[config.mk]
export PLATFORM = sky130hd
export DESIGN_NAME = traffic_phase_scheduler
export DESIGN_NICKNAME = d
export VERILOG_FILES = /design/src/rtl/traffic_pkg.sv /design/src/rtl/tick_prescaler.sv /design/src/rtl/traffic_phase_scheduler.sv
export SDC_FILE = /design/constraint.sdc
export NUM_CORES = 1
export LEC_CHECK = 0
export CORE_UTILIZATION = 29
export CTS_CLUSTER_DIAMETER = 30
export DETAILED_ROUTE_END_ITERATION = 10
export PLACE_DENSITY_LB_ADDON = 0.3
export SLEW_MARGIN = 20
export SYNTH_ARGS = -nofsm -noshare
export SYNTH_HDL_FRONTEND = slang
export SYNTH_SLANG_ARGS = --single-unit
[constraint.sdc]
create_clock -name clk -period 3.65 [get_ports clk]
set_input_delay 1.095 -clock clk [delete_from_list [all_inputs] [get_ports clk]]
set_output_delay 1.095 -clock clk [all_outputs]
set_load 0.02 [all_outputs]
[src/rtl/traffic_pkg.sv]
// Shared definitions for the traffic phase scheduler: phase codes,
// default timing values and the lamp decode used for the lamp registers.
package traffic_pkg;

    // Phase codes as they appear on the phase output. Code 7 is illegal.
    typedef enum logic [2:0] {
        NS_GREEN  = 3'd0,
        NS_YELLOW = 3'd1,
        ALLRED_A  = 3'd2,
        EW_GREEN  = 3'd3,
        EW_YELLOW = 3'd4,
        ALLRED_B  = 3'd5,
        PREEMPT   = 3'd6
    } phase_t;

    localparam int DEF_TICK_DIV  = 50_000_000;
    localparam int DEF_GREEN_T   = 20;
    localparam int DEF_YELLOW_T  = 3;
    localparam int DEF_ALLRED_T  = 1;
    localparam int DEF_MIN_GREEN = 5;

    typedef struct packed {
        logic ns_red;
        logic ns_yellow;
        logic ns_green;
        logic ew_red;
        logic ew_yellow;
        logic ew_green;
    } lamps_t;

    // One lamp per direction; anything that is not a green or yellow of a
    // direction (all-reds, preemption, illegal code) shows red on both.
    function automatic lamps_t decode_lamps(input phase_t ph);
        lamps_t l;
        l = '0;
        case (ph)
            NS_GREEN:  begin l.ns_green  = 1'b1; l.ew_red    = 1'b1; end
            NS_YELLOW: begin l.ns_yellow = 1'b1; l.ew_red    = 1'b1; end
            EW_GREEN:  begin l.ns_red    = 1'b1; l.ew_green  = 1'b1; end
            EW_YELLOW: begin l.ns_red    = 1'b1; l.ew_yellow = 1'b1; end
            default:   begin l.ns_red    = 1'b1; l.ew_red    = 1'b1; end
        endcase
        return l;
    endfunction

endpackage

[src/rtl/tick_prescaler.sv]
// Divides clk down to a one-cycle timing tick every TICK_DIV cycles.
// restart zeroes the count so a new phase always starts a whole tick period.
module tick_prescaler import traffic_pkg::*; #(
    parameter int TICK_DIV = DEF_TICK_DIV
) (
    input  logic clk,
    input  logic rst_n,
    input  logic restart,
    output logic tick
);

    localparam int PW = (TICK_DIV > 1) ? $clog2(TICK_DIV) : 1;

    logic [PW-1:0] cnt_r;

    assign tick = (cnt_r == PW'(TICK_DIV - 1));

    // Prescale counter: 0 .. TICK_DIV-1, cleared on restart or after a tick.
    always_ff @(posedge clk or negedge rst_n) begin
        if (!rst_n) begin
            cnt_r <= '0;
        end else if (restart || tick) begin
            cnt_r <= '0;
        end else begin
            cnt_r <= cnt_r + PW'(1);
        end
    end

endmodule

[src/rtl/traffic_phase_scheduler.sv]
// Two-way intersection phase scheduler with pedestrian request latch and
// emergency preemption. phase and the lamps are registered together so they
// always change on the same edge.
module traffic_phase_scheduler import traffic_pkg::*; #(
    parameter int TICK_DIV  = DEF_TICK_DIV,
    parameter int GREEN_T   = DEF_GREEN_T,
    parameter int YELLOW_T  = DEF_YELLOW_T,
    parameter int ALLRED_T  = DEF_ALLRED_T,
    parameter int MIN_GREEN = DEF_MIN_GREEN
) (
    input  logic       clk,
    input  logic       rst_n,
    input  logic       ped_req,
    input  logic       emerg,
    output logic       ped_ack,
    output logic       walk,
    output logic [2:0] phase,
    output logic       ns_red,
    output logic       ns_yellow,
    output logic       ns_green,
    output logic       ew_red,
    output logic       ew_yellow,
    output logic       ew_green
);

    localparam int MAX_A = (GREEN_T > YELLOW_T) ? GREEN_T : YELLOW_T;
    localparam int MAX_B = (ALLRED_T > MIN_GREEN) ? ALLRED_T : MIN_GREEN;
    localparam int MAXC  = (MAX_A > MAX_B) ? MAX_A : MAX_B;
    localparam int TW    = $clog2(MAXC + 1);

    phase_t        state_r, state_next_s;
    logic [TW-1:0] tick_cnt_r, dur_m1_s;
    logic          tick_s, last_tick_s, restart_s;
    logic          pending_r, pending_next_s, pend_eff_s;
    logic          preempt_r, preempt_next_s, pre_eff_s;
    logic          walk_r, walk_next_s, ped_ack_r, ew_entry_s;
    lamps_t        lamps_r;

    tick_prescaler #(.TICK_DIV(TICK_DIV)) u_prescaler (
        .clk     (clk),
        .rst_n   (rst_n),
        .restart (restart_s),
        .tick    (tick_s)
    );

    // Duration of the current phase (in ticks, minus one) and its final tick.
    always_comb begin
        dur_m1_s = TW'(ALLRED_T - 1);
        case (state_r)
            NS_GREEN, EW_GREEN:   dur_m1_s = TW'(GREEN_T - 1);
            NS_YELLOW, EW_YELLOW: dur_m1_s = TW'(YELLOW_T - 1);
            ALLRED_A, ALLRED_B:   dur_m1_s = TW'(ALLRED_T - 1);
            default:              dur_m1_s = TW'(ALLRED_T - 1);
        endcase
        last_tick_s = tick_s && (tick_cnt_r == dur_m1_s);
    end

    // Next-state logic; a latched emergency diverts the end of an all-red.
    always_comb begin
        state_next_s = state_r;
        pre_eff_s    = preempt_r | emerg;
        case (state_r)
            NS_GREEN: begin
                if (emerg || last_tick_s ||
                    (tick_s && pending_r && (tick_cnt_r >= TW'(MIN_GREEN)))) begin
                    state_next_s = NS_YELLOW;
                end else begin
                    state_next_s = NS_GREEN;
                end
            end
            NS_YELLOW: state_next_s = last_tick_s ? ALLRED_A : NS_YELLOW;
            ALLRED_A: begin
                if (last_tick_s) begin
                    state_next_s = pre_eff_s ? PREEMPT : EW_GREEN;
                end else begin
                    state_next_s = ALLRED_A;
                end
            end
            EW_GREEN:  state_next_s = (emerg || last_tick_s) ? EW_YELLOW : EW_GREEN;
            EW_YELLOW: state_next_s = last_tick_s ? ALLRED_B : EW_YELLOW;
            ALLRED_B: begin
                if (last_tick_s) begin
                    state_next_s = pre_eff_s ? PREEMPT : NS_GREEN;
                end else begin
                    state_next_s = ALLRED_B;
                end
            end
            PREEMPT:   state_next_s = emerg ? PREEMPT : NS_GREEN;
            default:   state_next_s = ALLRED_B;
        endcase
    end

    // Timer restart, emergency latch, pedestrian latch and walk next values.
    always_comb begin
        restart_s  = (state_next_s != state_r) || (state_r == PREEMPT);
        pend_eff_s = pending_r | ped_req;
        ew_entry_s = (state_next_s == EW_GREEN) && (state_r != EW_GREEN);

        if (state_next_s == PREEMPT) begin
            preempt_next_s = 1'b0;
        end else if ((state_r != PREEMPT) && emerg) begin
            preempt_next_s = 1'b1;
        end else begin
            preempt_next_s = preempt_r;
        end

        if (ew_entry_s) begin
            pending_next_s = 1'b0;
            walk_next_s    = pend_eff_s;
        end else if (state_next_s == EW_GREEN) begin
            pending_next_s = pend_eff_s;
            walk_next_s    = walk_r;
        end else begin
            pending_next_s = pend_eff_s;
            walk_next_s    = 1'b0;
        end
    end

    // State, tick counter, latches and registered outputs.
    always_ff @(posedge clk or negedge rst_n) begin
        if (!rst_n) begin
            state_r    <= NS_GREEN;
            tick_cnt_r <= '0;
            pending_r  <= 1'b0;
            preempt_r  <= 1'b0;
            walk_r     <= 1'b0;
            ped_ack_r  <= 1'b0;
            lamps_r    <= decode_lamps(NS_GREEN);
        end else begin
            state_r    <= state_next_s;
            if (restart_s) begin
                tick_cnt_r <= '0;
            end else if (tick_s) begin
                tick_cnt_r <= tick_cnt_r + TW'(1);
            end else begin
                tick_cnt_r <= tick_cnt_r;
            end
            pending_r  <= pending_next_s;
            preempt_r  <= preempt_next_s;
            walk_r     <= walk_next_s;
            ped_ack_r  <= ped_req & ~pending_r;
            lamps_r    <= decode_lamps(state_next_s);
        end
    end

    assign phase     = state_r;
    assign walk      = walk_r;
    assign ped_ack   = ped_ack_r;
    assign ns_red    = lamps_r.ns_red;
    assign ns_yellow = lamps_r.ns_yellow;
    assign ns_green  = lamps_r.ns_green;
    assign ew_red    = lamps_r.ew_red;
    assign ew_yellow = lamps_r.ew_yellow;
    assign ew_green  = lamps_r.ew_green;

endmodule

==> out/qor.yml, run 1 <==
floorplan:
  fp.dieW_um: 92.4
  die_y_um: 92.4
  die_area_um2: 8530
  num_io_pins: 15
  core_um2: 7810
  rows: 32
  initial_core_util_pct: 30.3
final_layout:
  fin_nets: 260
  syn2layout_area_growth_pct: 14.7
  fillers: 789
  num_antenna_cells: 0
  drive_gt1_share_pct: 9.06
routing:
  dr.pass1.iters: 5
  wl_mm: 4.73
  post_drt_wl_per_cell_um: 13.3
  drt_iter0_drc: 99
  routed_via_density: 4.96
  vias: 1766
  drc: 0
  drtAntennaViolNets: 0
power:
  combPwrFrac_pct: 1.8
  power_density_nw_per_um2: 321
  leakagePower_nw: 1.12
  ir_drop_uv: 221
  p_int_mw: 0.694
  p_total_mw: 0.871
  switching_power_mw: 0.177
  clkPwrFrac_pct: 42.3
  pwr-share-seq_pct: 55.9
  switching_share_pct: 20.4
placed_design:
  dp_hpwl_mm: 3.13
  place_ws_ns: 0.613
  gp_congestion: 0.803
  numPortBuffers: 14
synth:
  ys_types: 52
  synth_edf_count: 0
  ys_ff_latch: 44
  syn_area_um2: 2370
  synth-main-ff-cell: "dfrtp_1"
  yosysWarnings: 0
  synth_fp_nets: 248
  syn_inst: 241
  yosysSeqAreaShare_pct: 46.6
  avgSynthCellArea_um2: 9.83
  async_reset_ff_share_pct: 100
sta:
  clock_skew_ns: 0.0150
  layout_min_cycle_time_ns: 2.76
  min_period_over_period_pct: 75.5
  fin_hold_ws_ns: 0.466
  setup-violations-final: 0
  fmax_mhz: 363
  setup_slack_ns: 0.895
  hold_viol: 0
  tns_ns: 0
  relSlewSlack_pct: 33.3
  rsz0062_at_grt: "no"
  tightest_slew_ns: 0.991
  slew_viol_final: 0
outcome:
  status: "finished, final reports clean"
clock_tree:
  hold_buffers: 0
  cts_resized: 0
  clock_latency_ns: 0.30
  cts_made_buffers: 5
  clock_sinks: 44
  post_cts_buffers: 0
  path_clk_slew_ns: 0.09
  cts_tree: "yes"
  root_buffer: "clkbuf_8"
  clk_path_buf_depth: 2
  h-tree-depth: 2
worst_setup_path:
  slowest_stage: "clkdlybuf4s50_1"
  cp.arrival_ns: 1.66
  required_ns: 2.55
  crit_path_end_kind: "output pin"
  critPathLaunchType: "flop"
  cp_max_fo: 16
  worstPathCellList: "clkdlybuf4s50_1"
  max_stage_delay_ns: 0.70
  cp_top_family: "buffers and inverters"
  critPathBufInv: 1
  criticalPathCategory: "reg2out"
global_routing:
  grt_usage_pct: 12.3
  antenna_found_initial: 0
  gr-total-overflow: 0
  grt_pass1_vias: 1645
  grt_pass1_wl_mm: 8.29
  grt_max_degree: 45
job:
  cap_violations: 0
hold_path:
  min_path_type: "reg2reg"
[kinds of logic (layout without fill, tap and decap cells)]
logic type | Yosys count | after routing | share of synthesized area [%]
buffers and inverters | 18 | 31 | 3.33
AO/OA/AOI/OAI | 29 | 29 | 9.99
adder cells (fa/ha/maj) | 3 | 3 | 1.58
flip-flops | 44 | 44 | 46.6
AND/OR/NAND/NOR | 118 | 118 | 27.8
XOR/XNOR | 29 | 29 | 10.7
[cells in the mapped netlist, drive strengths merged (2+ instances only)]
library cell / count / share of area [%]
nor3: 20 / 4.2
o31a: 3 / 1.5
xor2: 21 / 7.8
o21ai: 2 / 0.42
and4: 4 / 1.5
buf: 7 / 1.6
a211oi: 2 / 0.85
and3: 5 / 1.3
dfrtp: 42 / 44
a211o: 2 / 0.74
nand4bb: 2 / 0.95
dfstp: 2 / 2.2
o2111a: 2 / 0.95
a21oi: 7 / 1.6
nand4: 9 / 2.4
xnor2: 8 / 3.0
nand3: 16 / 3.4
nor3b: 2 / 0.85
nand2: 14 / 2.2
clkbuf: 4 / 0.63
ha: 3 / 1.6
nor4: 3 / 1.4
and2: 3 / 0.79
nor2: 26 / 4.1
inv: 7 / 1.1
nor2b: 4 / 1.1
nand2b: 2 / 0.53
or4b: 2 / 1.0
a31oi: 2 / 0.53
[through the flow]
stage / utilization (%) / cell area [um^2] / cells
final: 34.8 / 2720 / 356
after global placement: 33.4 / 2610 / 348
after CTS: 34.8 / 2710 / 356
after global routing: 34.8 / 2720 / 356
after floorplan: - / 2370 / 241
after detailed placement: 33.4 / 2610 / 348
[layout make-up]
| cell class | count | area, um^2 | share of cell area [%] |
|---|---|---|---|
| flip-flops and latches | 44 | 1100 | 40.6 |
| well taps | 102 | 128 | 4.70 |
| clock inverters | 2 | 35.0 | 1.29 |
| inverters | 7 | 26.3 | 0.967 |
| repair buffers | 16 | 165 | 6.08 |
| clock buffers | 6 | 72.6 | 2.67 |
| multi-input cells | 179 | 1190 | 43.7 |
[flip-flops by register name (all words and copies together) (netlist names)]
name / count
ew_green: 1
ew_red: 1
ew_yellow: 1
ns_green: 1
ns_red: 1
ns_yellow: 1
ped_ack: 1
pending_r: 1
phase: 3
preempt_r: 1
tick_cnt_r: 5
u_prescaler.cnt_r: 26
walk: 1
[worst paths after layout]
kind / start / endpoint / slack (ns) / cells past startpoint
min in group asynchronous: rst_n / ew_yellow / 0.78 / 1
max in group asynchronous: rst_n / u_prescaler.cnt_r[12] / 2.48 / 1
worst max-delay path: phase[0] / phase[0] / 0.89 / 1
worst min register to register: u_prescaler.cnt_r[0] / u_prescaler.cnt_r[0] / 0.47 / 1
worst max register to register: phase[0] / tick_cnt_r[1] / 1.09 / 7
worst min-delay path: u_prescaler.cnt_r[0] / u_prescaler.cnt_r[0] / 0.47 / 1
[layer usage]
metal	global-route usage, %	routed length (um)	vias to the layer above
met5	0	0	-
met2	18.1	2140	28
met1	17.2	2360	851
met3	2.96	157	6
met4	5.08	68	0
li1	-	-	881
[cell usage in the layout (no fill, tap or decap), types with 2 or more instances in the layout]
| master | n |
|---|---|
| dfrtp_1 | 42 |
| nor2_1 | 26 |
| xor2_1 | 21 |
| nor3_1 | 20 |
| nand3_1 | 16 |
| nand2_1 | 14 |
| clkdlybuf4s50_1 | 13 |
| nand4_1 | 9 |
| xnor2_1 | 8 |
| inv_1 | 6 |
| a21oi_1 | 6 |
| and3_1 | 5 |
| clkbuf_8 | 5 |
| and4_1 | 4 |
| nor2b_1 | 4 |
| and2_1 | 3 |
| ha_1 | 3 |
| nand4bb_1 | 2 |
| nand2b_1 | 2 |
| nor4_1 | 2 |
| o31a_1 | 2 |
| o2111a_1 | 2 |
| a211o_1 | 2 |
| o21ai_0 | 2 |
| a31oi_1 | 2 |
| dfstp_2 | 2 |
| buf_4 | 2 |
[power groups by stage]
stage               Combinational (mW)  Clock, mW  Sequential [mW]
CTS                             0.0162      0.385            0.487
floorplan                      0.00191          0            0.497
global placement                0.0160          0            0.497
detailed placement              0.0160          0            0.497
global route                    0.0180      0.403            0.487
finish                          0.0153      0.369            0.487
(Power assumes the default switching activity.)
==> run 2: changes to the inputs <==
- clock period: 3.65 -> 2.65 ns (I/O delays scaled with it)
==> run 2 against run 1 <==
Effect of this change:
- power up 30%
- clock power is 17% higher
- first-iteration DRC count fell by 3.0%
- critical endpoint is now ns_yellow
- register-to-register slack worse by 0.88 ns
- critical path depth is 6 higher
- via count up 3.2%
- sequential share of layout area fell by 1.1 points
- cell count up 3.4%
- count of clock-buffer cells in the layout unchanged
==> out/qor.yml, run 2 (synthesis results as in run 1) <==
outcome:
  status: "finished, final reports clean"  # unchanged
placed_design:
  place_ws_ns: 0.188  # was 0.613 ns
  numPortBuffers: 14  # unchanged
  gp_congestion: 0.840  # was 0.803
  dp_hpwl_mm: 3.55  # was 3.13 mm
final_layout:
  final_cell_mix: "42 x dfrtp_1, 26 x nor2_1, 21 x xor2_1, 20 x nor3_1, 16 x nand3_1"  # unchanged
  top_register: "u_prescaler.cnt_r"  # unchanged
  largest_reg_flops: 26  # unchanged
  drive_gt1_share_pct: 13.5  # was 9.06%
  syn2layout_area_growth_pct: 17.7  # was 14.7%
  layout_commonest_cell: "dfrtp_1"  # unchanged
  fin_nets: 272  # was 260
  num_antenna_cells: 0  # unchanged
  fillers: 784  # was 789
routing:
  drc: 0  # unchanged
  drt_iter0_drc: 96  # was 99
  vias: 1822  # was 1,766
  dr.pass1.iters: 4  # was 5
  drtAntennaViolNets: 0  # unchanged
  wl_mm: 4.98  # was 4.73 mm
  routed_via_density: 4.95  # was 4.96
  post_drt_wl_per_cell_um: 13.5  # was 13.3 um
power:
  switching_share_pct: 21.5  # was 20.4%
  p_int_mw: 0.887  # was 0.694 mW
  leakagePower_nw: 1.18  # was 1.12 nW
  power_density_nw_per_um2: 405  # was 321 nW/um^2
  p_total_mw: 1.13  # was 0.871 mW
  pwr-share-seq_pct: 59.4  # was 55.9%
  ir_drop_uv: 193  # was 221 uV
  combPwrFrac_pct: 2.3  # was 1.8%
  switching_power_mw: 0.242  # was 0.177 mW
  clkPwrFrac_pct: 38.3  # was 42.3%
floorplan:
  die_y_um: 92.4  # unchanged
  initial_core_util_pct: 30.3  # unchanged
  core_um2: 7810  # unchanged
  rows: 32  # unchanged
  num_io_pins: 15  # unchanged
  die_area_um2: 8530  # unchanged
  fp.dieW_um: 92.4  # unchanged
clock_tree:
  cts_tree: "yes"  # unchanged
  cts_resized: 0  # unchanged
  clk_path_buf_depth: 2  # unchanged
  post_cts_buffers: 0  # unchanged
  h-tree-depth: 2  # unchanged
  cts_made_buffers: 5  # unchanged
  clock_sinks: 44  # unchanged
  root_buffer: "clkbuf_8"  # unchanged
  clock_latency_ns: 0.30  # about the same
  hold_buffers: 0  # unchanged
  path_clk_slew_ns: 0.08  # was 0.09 ns
worst_setup_path:
  max_stage_delay_ns: 0.57  # was 0.70 ns
  slowest_stage: "or4b_4"  # was clkdlybuf4s50_1
  cp.arrival_ns: 2.66  # was 1.66 ns
  crit_cells: 7  # was 1
  crit_path_end_kind: "flop"  # was output pin
  required_ns: 2.87  # was 2.55 ns
  critPathLaunchType: "flop"  # unchanged
  cp_top_family: "simple AND/OR/NAND/NOR gates"  # was buffers and inverters
  timing.rr.end: "ns_yellow"  # was tick_cnt_r[1]
  worst_r2r_path_depth: 7  # unchanged
  cp_max_fo: 6  # was 16
  worstPathCellList: "or4b_4, nor4_4, and4_1, and3b_2, a211oi_2, buf_4, nor3_1"  # was clkdlybuf4s50_1
  critPathBufInv: 1  # unchanged
  endpoint: "ns_yellow"  # was phase[0]
  crit_start: "u_prescaler.cnt_r[8]"  # was phase[0]
  criticalPathCategory: "reg2reg"  # was reg2out
  r2r-start: "u_prescaler.cnt_r[8]"  # was phase[0]
  r2r_slack_ns: 0.21  # was 1.09 ns
sta:
  clock_skew_ns: 0.00618  # was 0.0150 ns
  min_period_over_period_pct: 91.9
  tns_ns: 0  # unchanged
  tightest_slew_ns: 0.634  # was 0.991 ns
  slew_viol_final: 0  # unchanged
  rsz0062_at_grt: "no"  # unchanged
  hold_viol: 0  # unchanged
  setup_slack_ns: 0.214  # was 0.895 ns
  layout_min_cycle_time_ns: 2.44
  relSlewSlack_pct: 57.2  # was 33.3%
  setup-violations-final: 0  # unchanged
  fmax_mhz: 410
global_routing:
  grt_pass1_vias: 1744  # was 1,645
  gr-total-overflow: 0  # unchanged
  antenna_found_initial: 0  # unchanged
  grt_pass1_wl_mm: 8.59  # was 8.29 mm
  grt_max_degree: 32  # was 45
  grt_usage_pct: 12.8  # was 12.3%
hold_path:
  min_path_type: "in2async"  # was reg2reg
job:
  cap_violations: 0  # unchanged
## run 2: cell types whose count changed in the layout (fill, tap and decap cells not counted)
cell | before | now
buf_4 | 2 | 13
buf_2 | 0 | 1
bufinv_16 | 1 | 0
clkbuf_1 | 1 | 0
clkbuf_8 | 5 | 6
clkinv_2 | 1 | 2
## run 2: layout make-up
class,count,area (um^2),share of cell area [%]
Clock buffer,6,82.6,2.96
Timing Repair Buffer,28,253,9.06
Tap cell,102,128,4.58
Sequential cell,44,1100,39.6
Clock inverter,2,10.0,0.359
Inverter,7,26.3,0.942
Multi-Input combinational cell,179,1190,42.5
## run 2: worst min path at each step
stage                                 end            startpoint  cells after the start  slack (ns)
floorplan                         ped_ack             pending_r                      1        0.43
global placement     u_prescaler.cnt_r[0]  u_prescaler.cnt_r[0]                      1        0.45
detailed placement   u_prescaler.cnt_r[0]  u_prescaler.cnt_r[0]                      1        0.46
CTS                 u_prescaler.cnt_r[24]                 rst_n                      1        0.40
global route        u_prescaler.cnt_r[16]                 rst_n                      1        0.41
finish              u_prescaler.cnt_r[16]                 rst_n                      1        0.40
## run 2: worst reg2reg max path: cells and delay by family, from the launching register on
kind                   cells  cell delay [ns]
buffers and inverters      1             0.16
AND/OR/NAND/NOR            5             1.69
flip-flops                 1             0.43
AO/OA/AOI/OAI              1             0.08
## run 2: routing by layer
metal	global-route usage [%]	wire, um	vias up
li1	-	-	904
met1	17.8	2540	878
met2	19.4	2190	34
met3	3.12	189	6
met4	4.30	61	0
met5	0	0	-
## run 2: power by group through the flow
stage	registers (mW)	logic (mW)	clock network, mW
6_report	0.671	0.0258	0.433
3_3_place_gp	0.684	0.0274	0
2_1_floorplan	0.684	0.00263	0
4_1_cts	0.671	0.0273	0.452
3_5_place_dp	0.684	0.0272	0
5_1_grt	0.671	0.0304	0.479
## run 2: metrics by stage
| step | util, % | hold WS, ns | std cells | cell area, um^2 |
|---|---|---|---|---|
| global placement | 34.5 | 0.454 | 360 | 2700 |
| detailed placement | 34.5 | 0.462 | 360 | 2700 |
| floorplan | - | 0.426 | 241 | 2370 |
| global route | 35.7 | 0.412 | 368 | 2790 |
| CTS | 35.7 | 0.405 | 368 | 2790 |
| finish | 35.7 | 0.399 | 368 | 2790 |
